--- src/rtl/bcd_render_pkg.sv ---
// Shared constants and font data for the BCD digit readout.
package bcd_render_pkg;

    localparam int GLYPH_W    = 3;
    localparam int GLYPH_H    = 5;
    localparam int CELL_W     = 4;
    localparam int CELL_H     = 6;
    localparam int NUM_DIGITS = 4;

    // One glyph: 5 rows of 3 bits, row 0 in [14:12], MSB of a row = leftmost column.
    typedef logic [GLYPH_W*GLYPH_H-1:0] glyph_t;

    localparam glyph_t FONT_0 = 15'b111_101_101_101_111;
    localparam glyph_t FONT_1 = 15'b010_110_010_010_111;
    localparam glyph_t FONT_2 = 15'b111_001_111_100_111;
    localparam glyph_t FONT_3 = 15'b111_001_111_001_111;
    localparam glyph_t FONT_4 = 15'b101_101_111_001_001;
    localparam glyph_t FONT_5 = 15'b111_100_111_001_111;
    localparam glyph_t FONT_6 = 15'b111_100_111_101_111;
    localparam glyph_t FONT_7 = 15'b111_001_001_001_001;
    localparam glyph_t FONT_8 = 15'b111_101_111_101_111;
    localparam glyph_t FONT_9 = 15'b111_101_111_001_111;

    // Non-decimal codes map to an empty glyph.
    function automatic glyph_t font_glyph(input logic [3:0] digit);
        case (digit)
            4'd0:    return FONT_0;
            4'd1:    return FONT_1;
            4'd2:    return FONT_2;
            4'd3:    return FONT_3;
            4'd4:    return FONT_4;
            4'd5:    return FONT_5;
            4'd6:    return FONT_6;
            4'd7:    return FONT_7;
            4'd8:    return FONT_8;
            4'd9:    return FONT_9;
            default: return '0;
        endcase
    endfunction

endpackage

--- src/rtl/bcd_digit_render_if.sv ---
// Digit capture, frame timing and pixel-coordinate bundle for the readout.
interface bcd_digit_render_if;

    logic       ready;
    logic [3:0] dig_1;
    logic [3:0] dig_2;
    logic [3:0] dig_3;
    logic [3:0] dig_4;
    logic       frame_start;
    logic [9:0] hpos;
    logic [9:0] vpos;
    logic       pixel_on;

    // Source side: BCD converter, video timing and the colour mux.
    modport master (
        output ready, dig_1, dig_2, dig_3, dig_4, frame_start, hpos, vpos,
        input  pixel_on
    );

    // Renderer side.
    modport slave (
        input  ready, dig_1, dig_2, dig_3, dig_4, frame_start, hpos, vpos,
        output pixel_on
    );

endinterface

--- src/rtl/digit_font_rom.sv ---
// Combinational 3x5 font lookup: one glyph row per digit, blank outside 0..9 / rows 0..4.
module digit_font_rom
    import bcd_render_pkg::*;
(
    input  logic [3:0] digit,
    input  logic [2:0] row,
    output logic [2:0] bits
);

    glyph_t glyph;

    // Pick the row slice of the selected glyph.
    always_comb begin
        // NOTE: every output of a combinational block gets a default first so no path infers a latch.
        bits  = 3'b000;
        glyph = font_glyph(digit);
        case (row)
            3'd0:    bits = glyph[14:12];
            3'd1:    bits = glyph[11:9];
            3'd2:    bits = glyph[8:6];
            3'd3:    bits = glyph[5:3];
            3'd4:    bits = glyph[2:0];
            default: bits = 3'b000;
        endcase
    end

endmodule

--- src/rtl/bcd_digit_render.sv ---
// Four-digit decimal readout overlay: double-buffered digits, 2-stage pixel pipeline.
module bcd_digit_render
    import bcd_render_pkg::*;
#(
    parameter int unsigned X0         = 256,
    parameter int unsigned Y0         = 200,
    parameter int unsigned SCALE_LOG2 = 3,
    parameter bit          BLANK_LZ   = 1'b1
) (
    input  logic          clk,
    input  logic          reset,
    bcd_digit_render_if.slave bus
);

    localparam logic [9:0] X0_V  = 10'(X0);
    localparam logic [9:0] Y0_V  = 10'(Y0);
    localparam logic [9:0] BOX_W = 10'((CELL_W * NUM_DIGITS) << SCALE_LOG2);
    localparam logic [9:0] BOX_H = 10'(CELL_H << SCALE_LOG2);

    // Digits packed {dig_4, dig_3, dig_2, dig_1}; dig_4 is leftmost.
    logic [15:0] incoming;
    logic [15:0] shadow_q, shadow_d;
    logic [15:0] disp_q, disp_d;

    // Stage 1: box test and cell/glyph coordinates.
    logic [9:0] rel_x, rel_y;
    logic       s1_in_box_q, s1_in_box_d;
    logic [1:0] s1_idx_q, s1_idx_d;
    logic [1:0] s1_col_q, s1_col_d;
    logic [2:0] s1_row_q, s1_row_d;

    // Stage 2: glyph lookup and blanking.
    logic [3:0] cur_digit;
    logic [2:0] font_bits;
    logic       font_bit;
    logic       gap;
    logic       blank;
    logic       pixel_on_q, pixel_on_d;

    assign incoming = {bus.dig_4, bus.dig_3, bus.dig_2, bus.dig_1};

    // Capture on ready; swap to display at frame start, bypassing if both coincide.
    always_comb begin
        shadow_d = shadow_q;
        disp_d   = disp_q;
        if (bus.ready) begin
            shadow_d = incoming;
        end
        if (bus.frame_start) begin
            disp_d = bus.ready ? incoming : shadow_q;
        end
    end

    // Position relative to the box and decomposition into digit/column/row.
    always_comb begin
        rel_x       = bus.hpos - X0_V;
        rel_y       = bus.vpos - Y0_V;
        // Raw compares against X0/Y0 reject coordinates that wrap below the box edge.
        s1_in_box_d = (bus.hpos >= X0_V) && (rel_x < BOX_W) &&
                      (bus.vpos >= Y0_V) && (rel_y < BOX_H);
        s1_idx_d    = rel_x[SCALE_LOG2+2 +: 2];
        s1_col_d    = rel_x[SCALE_LOG2 +: 2];
        s1_row_d    = rel_y[SCALE_LOG2 +: 3];
    end

    digit_font_rom u_font (
        .digit (cur_digit),
        .row   (s1_row_q),
        .bits  (font_bits)
    );

    // Select the displayed digit, apply gap/blanking rules and pick the font column.
    always_comb begin
        cur_digit = disp_q[3:0];
        blank     = 1'b0;
        case (s1_idx_q)
            2'd0: begin
                cur_digit = disp_q[15:12];
                blank     = BLANK_LZ && (disp_q[15:12] == 4'd0);
            end
            2'd1: begin
                cur_digit = disp_q[11:8];
                blank     = BLANK_LZ && (disp_q[15:8] == 8'd0);
            end
            2'd2: begin
                cur_digit = disp_q[7:4];
                blank     = BLANK_LZ && (disp_q[15:4] == 12'd0);
            end
            default: begin
                cur_digit = disp_q[3:0];
                blank     = 1'b0;
            end
        endcase
        if (cur_digit > 4'd9) begin
            blank = 1'b1;
        end

        gap = (s1_col_q == 2'd3) || (s1_row_q >= 3'(GLYPH_H));

        case (s1_col_q)
            2'd0:    font_bit = font_bits[2];
            2'd1:    font_bit = font_bits[1];
            2'd2:    font_bit = font_bits[0];
            default: font_bit = 1'b0;
        endcase

        pixel_on_d = s1_in_box_q && !gap && !blank && font_bit;
    end

    // Digit buffers and both pipeline stages, all cleared by reset.
    always_ff @(posedge clk or posedge reset) begin
        if (reset) begin
            shadow_q    <= '0;
            disp_q      <= '0;
            s1_in_box_q <= 1'b0;
            s1_idx_q    <= '0;
            s1_col_q    <= '0;
            s1_row_q    <= '0;
            pixel_on_q  <= 1'b0;
        end else begin
            // NOTE: non-blocking updates so every register samples pre-edge values and stages stay aligned.
            shadow_q    <= shadow_d;
            disp_q      <= disp_d;
            s1_in_box_q <= s1_in_box_d;
            s1_idx_q    <= s1_idx_d;
            s1_col_q    <= s1_col_d;
            s1_row_q    <= s1_row_d;
            pixel_on_q  <= pixel_on_d;
        end
    end

    assign bus.pixel_on = pixel_on_q;

endmodule

--- src/flat_wrapper.sv ---
// flat-port wrapper written by rule: the top's interface ports become plain ports
module bcd_digit_render_flat import bcd_render_pkg::*;
#(
    parameter int unsigned X0         = 256,
    parameter int unsigned Y0         = 200,
    parameter int unsigned SCALE_LOG2 = 3,
    parameter bit          BLANK_LZ   = 1'b1
)
  (clk, reset, bus_ready, bus_dig_1, bus_dig_2, bus_dig_3, bus_dig_4, bus_frame_start, bus_hpos, bus_vpos, bus_pixel_on);
  bcd_digit_render_if bus_i ();
  input  logic clk;
  input  logic reset;
  input wire logic [$bits(bus_i.ready)-1:0] bus_ready;
  input wire logic [$bits(bus_i.dig_1)-1:0] bus_dig_1;
  input wire logic [$bits(bus_i.dig_2)-1:0] bus_dig_2;
  input wire logic [$bits(bus_i.dig_3)-1:0] bus_dig_3;
  input wire logic [$bits(bus_i.dig_4)-1:0] bus_dig_4;
  input wire logic [$bits(bus_i.frame_start)-1:0] bus_frame_start;
  input wire logic [$bits(bus_i.hpos)-1:0] bus_hpos;
  input wire logic [$bits(bus_i.vpos)-1:0] bus_vpos;
  output wire logic [$bits(bus_i.pixel_on)-1:0] bus_pixel_on;
  assign bus_i.ready = bus_ready;
  assign bus_i.dig_1 = bus_dig_1;
  assign bus_i.dig_2 = bus_dig_2;
  assign bus_i.dig_3 = bus_dig_3;
  assign bus_i.dig_4 = bus_dig_4;
  assign bus_i.frame_start = bus_frame_start;
  assign bus_i.hpos = bus_hpos;
  assign bus_i.vpos = bus_vpos;
  assign bus_pixel_on = bus_i.pixel_on;
  bcd_digit_render #(.X0(X0), .Y0(Y0), .SCALE_LOG2(SCALE_LOG2), .BLANK_LZ(BLANK_LZ)) u_core (.clk(clk), .reset(reset), .bus(bus_i));
endmodule
--- config.mk ---
export PLATFORM = sky130hd
export DESIGN_NAME = bcd_digit_render_flat
export DESIGN_NICKNAME = d
export VERILOG_FILES = /design/src/rtl/bcd_render_pkg.sv /design/src/rtl/bcd_digit_render_if.sv /design/src/rtl/digit_font_rom.sv /design/src/rtl/bcd_digit_render.sv /design/src/flat_wrapper.sv
export SDC_FILE = /design/constraint.sdc
export NUM_CORES = 1
export LEC_CHECK = 0
export CAP_MARGIN = 10
export CELL_PAD_IN_SITES_DETAIL_PLACEMENT = 0
export CELL_PAD_IN_SITES_GLOBAL_PLACEMENT = 1
export CORE_ASPECT_RATIO = 1.75
export CORE_MARGIN = 4
export CORE_UTILIZATION = 37
export DETAILED_ROUTE_END_ITERATION = 10
export MAX_ROUTING_LAYER = met4
export PLACE_DENSITY = 0.81
export SYNTH_ARGS = -nofsm -noshare
export SYNTH_HDL_FRONTEND = slang
export SYNTH_SLANG_ARGS = --single-unit
--- constraint.sdc ---
create_clock -name clk -period 2.11 [get_ports clk]
set_input_delay 0.422 -clock clk [delete_from_list [all_inputs] [get_ports clk]]
set_output_delay 0.422 -clock clk [all_outputs]
set_load 0.02 [all_outputs]
# Word level (Yosys, flattened, before mapping)
# Memories as Yosys holds them, arrays and structs flattened.
# Index checks and enable logic that the tools add are counted.
dict set report op_classes {
  muxes 6
  n_reduce_logical 15
  bitwise 0
  magnitude_cmp 6
  mul 0
  addsub 2
  n_shift 0
  n_eq_ne 9
  n_div 0
}
# operator n
set ops {}
lappend ops {{2-to-1 mux 16 bit} 1}
lappend ops {{case mux 3 bit (5 select lines)} 1}
lappend ops {{zero test 12 bit} 1}
lappend ops {{case mux 4 bit (3 select lines)} 1}
lappend ops {{>= comparator 10 x 8 -> 1 bit (second input constant)} 1}
lappend ops {{>= comparator 10 x 9 -> 1 bit (second input constant)} 1}
lappend ops {{less-than comparator 10 x 6 -> 1 bit (second input constant)} 1}
lappend ops {{less-than comparator 10 x 8 -> 1 bit (second input constant)} 1}
lappend ops {{subtractor 10 x 8 -> 10 bit (second input constant)} 1}
lappend ops {{subtractor 10 x 9 -> 10 bit (second input constant)} 1}
lappend ops {{zero test 8 bit} 1}
lappend ops {{== test 2 bit (second input constant)} 3}
lappend ops {{== test 3 x 2 -> 1 bit (second input constant)} 2}
lappend ops {{logical AND 1 bit} 6}
lappend ops {{case mux 1 bit (3 select lines)} 2}
lappend ops {{== test 2 x 1 -> 1 bit (second input constant)} 2}
lappend ops {{> comparator 4 bit (second input constant)} 1}
lappend ops {{zero test 2 bit} 2}
lappend ops {{zero test 4 bit} 1}
lappend ops {{== test 3 x 1 -> 1 bit (second input constant)} 1}
lappend ops {{== test 3 bit (second input constant)} 1}
lappend ops {{>= comparator 3 bit (second input constant)} 1}
lappend ops {{zero test 3 bit} 1}
lappend ops {{zero test 1 bit} 2}
lappend ops {{2 further kinds} 2}
dict set report totals {
  latchBits 0
  in_bits 40
  output_inout_bits 1
  memories 1
  romBits 240
  ramBits 0
  wordCells 46
  reg_bits 41
}
# memory depth width read_ports rd_ports_with_merged_regs wr line
set memory_table {}
lappend memory_table {{(no name shown)} 16 15 1 0 0 bcd_render_pkg.sv:26} ;# case (digit)

# Longest topological paths before layout
dict set report logic_depth {
  ltp_word 7
  ltp_mapped 10
  depth_no_buf 9
}

# By module
# From an unflattened synthesis, not the netlist that was laid out.
dict set report hier_totals {
  hier_cells 155
  hier_area_um2 1990.7
}
# module seq_area_each_um2 area_each_um2 n_inst cells_each
set modules_own_cells {}
lappend modules_own_cells {bcd_digit_render 1026.0 1704.1 1 114}
lappend modules_own_cells {digit_font_rom 0.0 286.5 1 41}

# Worst setup path before layout
# No wires, ideal clock.
dict set report synth_timing {
  kind {reg2reg}
  from {register u_core.s1_idx_q[0]}
  to {register u_core.pixel_on_q, in the netlist u_core.bus.pixel_on}
  n_path_buf 1
  arrival_ns 2.079
  required_time_ns 1.980
  period_less_slack_ns 2.209
  setup_time_ns 0.130
  path_slack_ns -0.099
  path_stages_with_launch 10
  cell_sequence {dfrtp_1 > buf_6 > mux4_2 > inv_1 > ha_1 > o31a_1 > o22ai_2 > a31oi_1 > o2111ai_1 > a21oi_1}
}
dict set report synth_between {
  elab_chain_cells 7
  elab_cells_between_ends 13
  classes_between {order compare: 1; eq/ne: 2; mux: 5; reduce/logical: 4; memory: 1}
}
# element line
set synth_rtl {}
lappend synth_rtl {{start: declaration} bcd_digit_render.sv:28} ;# logic [1:0] s1_idx_q, s1_idx_d;
lappend synth_rtl {{start signal: assignment} bcd_digit_render.sv:125} ;# s1_idx_q <= s1_idx_d;
lappend synth_rtl {{parallel branches: the longest is 6 deep, another holds memory read (16 x 15 bit)} n/a}
lappend synth_rtl {{logical AND 1 bit *} bcd_digit_render.sv:107} ;# pixel_on_d = s1_in_box_q && !gap && !blank && font_bit;
lappend synth_rtl {{via u_core.pixel_on_d} bcd_digit_render.sv:38} ;# logic pixel_on_q, pixel_on_d;
lappend synth_rtl {{end signal: assignment} bcd_digit_render.sv:128} ;# pixel_on_q <= pixel_on_d;
lappend synth_rtl {{end: declaration} bcd_digit_render.sv:38}
# Mark *: on every way through the listed nets, which the timed path passes.
# A chain may end at the register's enable or synchronous reset.

# Final worst setup path
# Same ends and word-level chain as after synthesis.

==> results.sh <==
export IMPL_status="finished clean"
export IMPL_critPathSlowestCell="mux4_2"
export IMPL_grt_antenna_before_repair=0
export IMPL_drtAntennaViolNets=0
export IMPL_firstDrtPassIters=4
export IMPL_syn_to_final_growth_pct=31.9
export IMPL_synthTopCellsByArea="dfrtp_1, mux2_2, ha_1"
export IMPL_vias_per_cell=5.07
export IMPL_maxSlewHeadroom=0.661
export IMPL_fin_util=0.514
export IMPL_synth_compound_area_frac=0.0950
export IMPL_max_freq_ghz=0.475
export IMPL_cts_buffer_depth=2
export IMPL_drv_cap=0
export IMPL_io_buffers=34
export IMPL_die_height_um=107
export IMPL_ys_warn_count=0
export IMPL_crit_chain="mux4_2, inv_2, ha_4, o31a_1, o22ai_2, a31oi_1, o2111ai_1, a21oi_1"
export IMPL_tightest_slew_ns=0.509
export IMPL_drc_errors=0
export IMPL_fillers=512
export IMPL_synth_yosys_seq_area_share=0.493
export IMPL_peakVddDrop_uv=462
export IMPL_postPlaceCellArea_mm2=0.00259
export IMPL_synthMuxAreaShare=0.234
export IMPL_critPathLaunch="u_core.s1_idx_q[0]"
export IMPL_path_clk_slew_ns=0.09
export IMPL_min_path_type="reg -> reg"
export IMPL_hold_viol_final=0
export IMPL_clockPowerShare=0.261
export IMPL_synth_cell_type_count=44
export IMPL_crit_end="u_core.bus.pixel_on"
export IMPL_clk_latency_ns=0.30
export IMPL_grt_overflow=0
export IMPL_avgSynthCellArea_um2=12.8
export IMPL_crit_type="reg -> reg"
export IMPL_synth_top_family_by_area="multiplexers"
export IMPL_die_x_um=64.7
export IMPL_ff2ff_path_depth=8
export IMPL_ys_ff_latch=41
export IMPL_grt_pass1_vias=1491
export IMPL_io_pins=41
export IMPL_seq_power_share=0.471
export IMPL_cts_sinks=41
export IMPL_p_leak_nw=1.14
export IMPL_ctsHtreeMaxLevel=2
export IMPL_fin_crit_ns=2.11
export IMPL_start_util=0.390
export IMPL_syn_inst=163
export IMPL_fin_nets=263
export IMPL_path_buf_inv=1
export IMPL_setup_viol=0
export IMPL_combPwrFrac=0.267
export IMPL_gp_congestion=0.862
export IMPL_wl_per_cell_um=15.1
export IMPL_crit_family="compound AO/OA/AOI/OAI gates"
export IMPL_critPathMaxStageDelay_ns=0.54
export IMPL_grt_max_degree=42
export IMPL_critPathRequiredTime_ns=2.29
export IMPL_dieArea_mm2=0.00694
export IMPL_clockRootBuffer="clkbuf_8"
export IMPL_async_reset_ff_frac=1.00
export IMPL_wirelength_um=4390
export IMPL_row_count=35
export IMPL_maxSlewViolCount=0
export IMPL_final_cell_area_mm2=0.00275
export IMPL_diodes=0
export IMPL_p_per_area_mw_per_mm2=713
export IMPL_grt_pass1_wl_um=7120
export IMPL_cts_tree="built"
export IMPL_fp_coreArea_mm2=0.00534
export IMPL_r2r_start="u_core.s1_idx_q[0]"
export IMPL_rsz0062_at_grt="yes"
export IMPL_cts_hold_buf=0
export IMPL_place_hpwl_um=3350
export IMPL_syn_num_nets=210
export IMPL_drtIter0Drc=51
export IMPL_synth_xor_area_frac=0.00841
export IMPL_ff_latch_area_mm2=0.00103
export IMPL_worst_setup_path_start_kind="flop"
export IMPL_numCtsBuffers=5
export IMPL_vias=1475
export IMPL_synth_adder_area_share=0.0421
export IMPL_clock_skew_ns=0.0112
export IMPL_drive_above_1_share=0.341
export IMPL_synth_edf_count=0
export IMPL_swShare=0.283
export IMPL_r2r_end="u_core.bus.pixel_on"
export IMPL_multi_input_area_mm2=0.00101
export IMPL_syn_cell_area_mm2=0.00208
export IMPL_end_kind="flop"
export IMPL_synthFlopType="dfrtp_1"
export IMPL_synth_simple_gate_area_frac=0.0913
export IMPL_synth_top_area_frac=0.493
export IMPL_yosys_area_top_type="dfrtp_1"
export IMPL_synth_most_common_cell="dfrtp_1"
export IMPL_p_switching_mw=0.554
export IMPL_min_period_over_period=0.999
export IMPL_synth_common_cells="dfrtp_1, mux2_2, nor2_1"
export IMPL_critical_path_max_fanout=4
export IMPL_r2r_slack_ns=0.003
export IMPL_cp_arrival_ns=2.29
export IMPL_grt_use_total=0.139
export IMPL_path_depth=8
export IMPL_internal_power_mw=1.40
-- how the worst min path moves through the flow --
stage / from / end / slack [ns] / depth (start not counted)
final: u_core.shadow_q[12] / u_core.shadow_q[12] / 0.50 / 1
after global routing: u_core.shadow_q[12] / u_core.shadow_q[12] / 0.51 / 1
after CTS: u_core.shadow_q[12] / u_core.shadow_q[12] / 0.50 / 1
after detailed placement: u_core.shadow_q[12] / u_core.shadow_q[12] / 0.48 / 1
after global placement: u_core.shadow_q[12] / u_core.shadow_q[12] / 0.48 / 1
after floorplan: bus_hpos[3] / u_core.s1_col_q[0] / 0.45 / 0
-- flip-flops by register name, summed over array words and instances (netlist names) --
| name | flops |
|---|---|
| u_core.disp_q | 16 |
| u_core.bus.pixel_on | 1 |
| u_core.s1_row_q | 3 |
| u_core.s1_in_box_q | 1 |
| u_core.s1_col_q | 2 |
| u_core.shadow_q | 16 |
| u_core.s1_idx_q | 2 |
-- worst register-to-register path: stages (launching register included) --
cell	delay, ns
dfrtp_2	0.41
mux4_2	0.54
inv_2	0.10
ha_4	0.19
o31a_1	0.30
o22ai_2	0.09
a31oi_1	0.09
o2111ai_1	0.20
a21oi_1	0.07
-- routing by layer --
metal / global-route usage / routed length, um
met2: 0.251 / 2600
met3: 0.0220 / 112
met4: 0.0696 / 110
met1: 0.143 / 1570
met5: - / 0
-- through the flow --
stage	power [mW]	instances	setup TNS, ns	setup WS [ns]	hold WS [ns]
4_1_cts	1.96	290	-0.0168	-0.0168	0.500
5_1_grt	2.08	291	-0.129	-0.129	0.515
6_report	1.96	291	0	0.00306	0.498
3_3_place_gp	1.40	279	0	0.00719	0.476
2_1_floorplan	1.23	163	0	0.00163	0.453
3_5_place_dp	1.41	279	-0.0377	-0.0377	0.482
-- repair_timing --
item                                   4_1_cts  5_1_grt
pin swaps                                    0        6
gates resized for setup                      4        6
endpoints found under the hold margin        0        0
setup endpoints to repair                    1        1
setup buffers                                3        1
-- final cells by class --
cell class                 count  share of cell area
clock buffer                   5              0.0251
clock inverter                 3             0.00775
inverter                       7             0.00957
multi-input combinational    108               0.366
sequential                    41               0.374
tap                           74              0.0337
timing repair buffer          53               0.183
-- layout by cell type (no fill, tap or decap), types with 2 or more instances in the layout --
master,count
inv_1,6
o31ai_1,2
dfrtp_1,40
ha_1,6
clkbuf_8,5
clkdlybuf4s50_1,34
o31a_1,2
buf_4,16
a32oi_1,2
a21oi_1,4
nor3_1,3
mux2_2,32
nand2_1,4
or4_1,2
nor3b_1,2
mux2i_1,2
o21ai_0,6
buf_6,2
mux4_2,3
nor2_1,9
-- power by group through the flow --
stage          combinational (mW)  clock, mW  sequential [mW]
2_1_floorplan               0.307          0            0.918
3_3_place_gp                0.466          0            0.935
3_5_place_dp                0.474          0            0.940
4_1_cts                     0.500      0.532            0.923
5_1_grt                     0.575      0.568            0.934
6_report                    0.523      0.511            0.922
-- cell families (layout without fill, tap and decap cells) --
kind of cell	count (synthesis)	after routing
XOR/XNOR	2	2
AO/OA/AOI/OAI	28	28
AND/OR/NAND/NOR	32	32
flip-flops	41	41
adder cells (fa/ha/maj)	7	7
buffers and inverters	14	68
multiplexers	39	39
No activity file was read; power rests on OpenSTA's default activity.
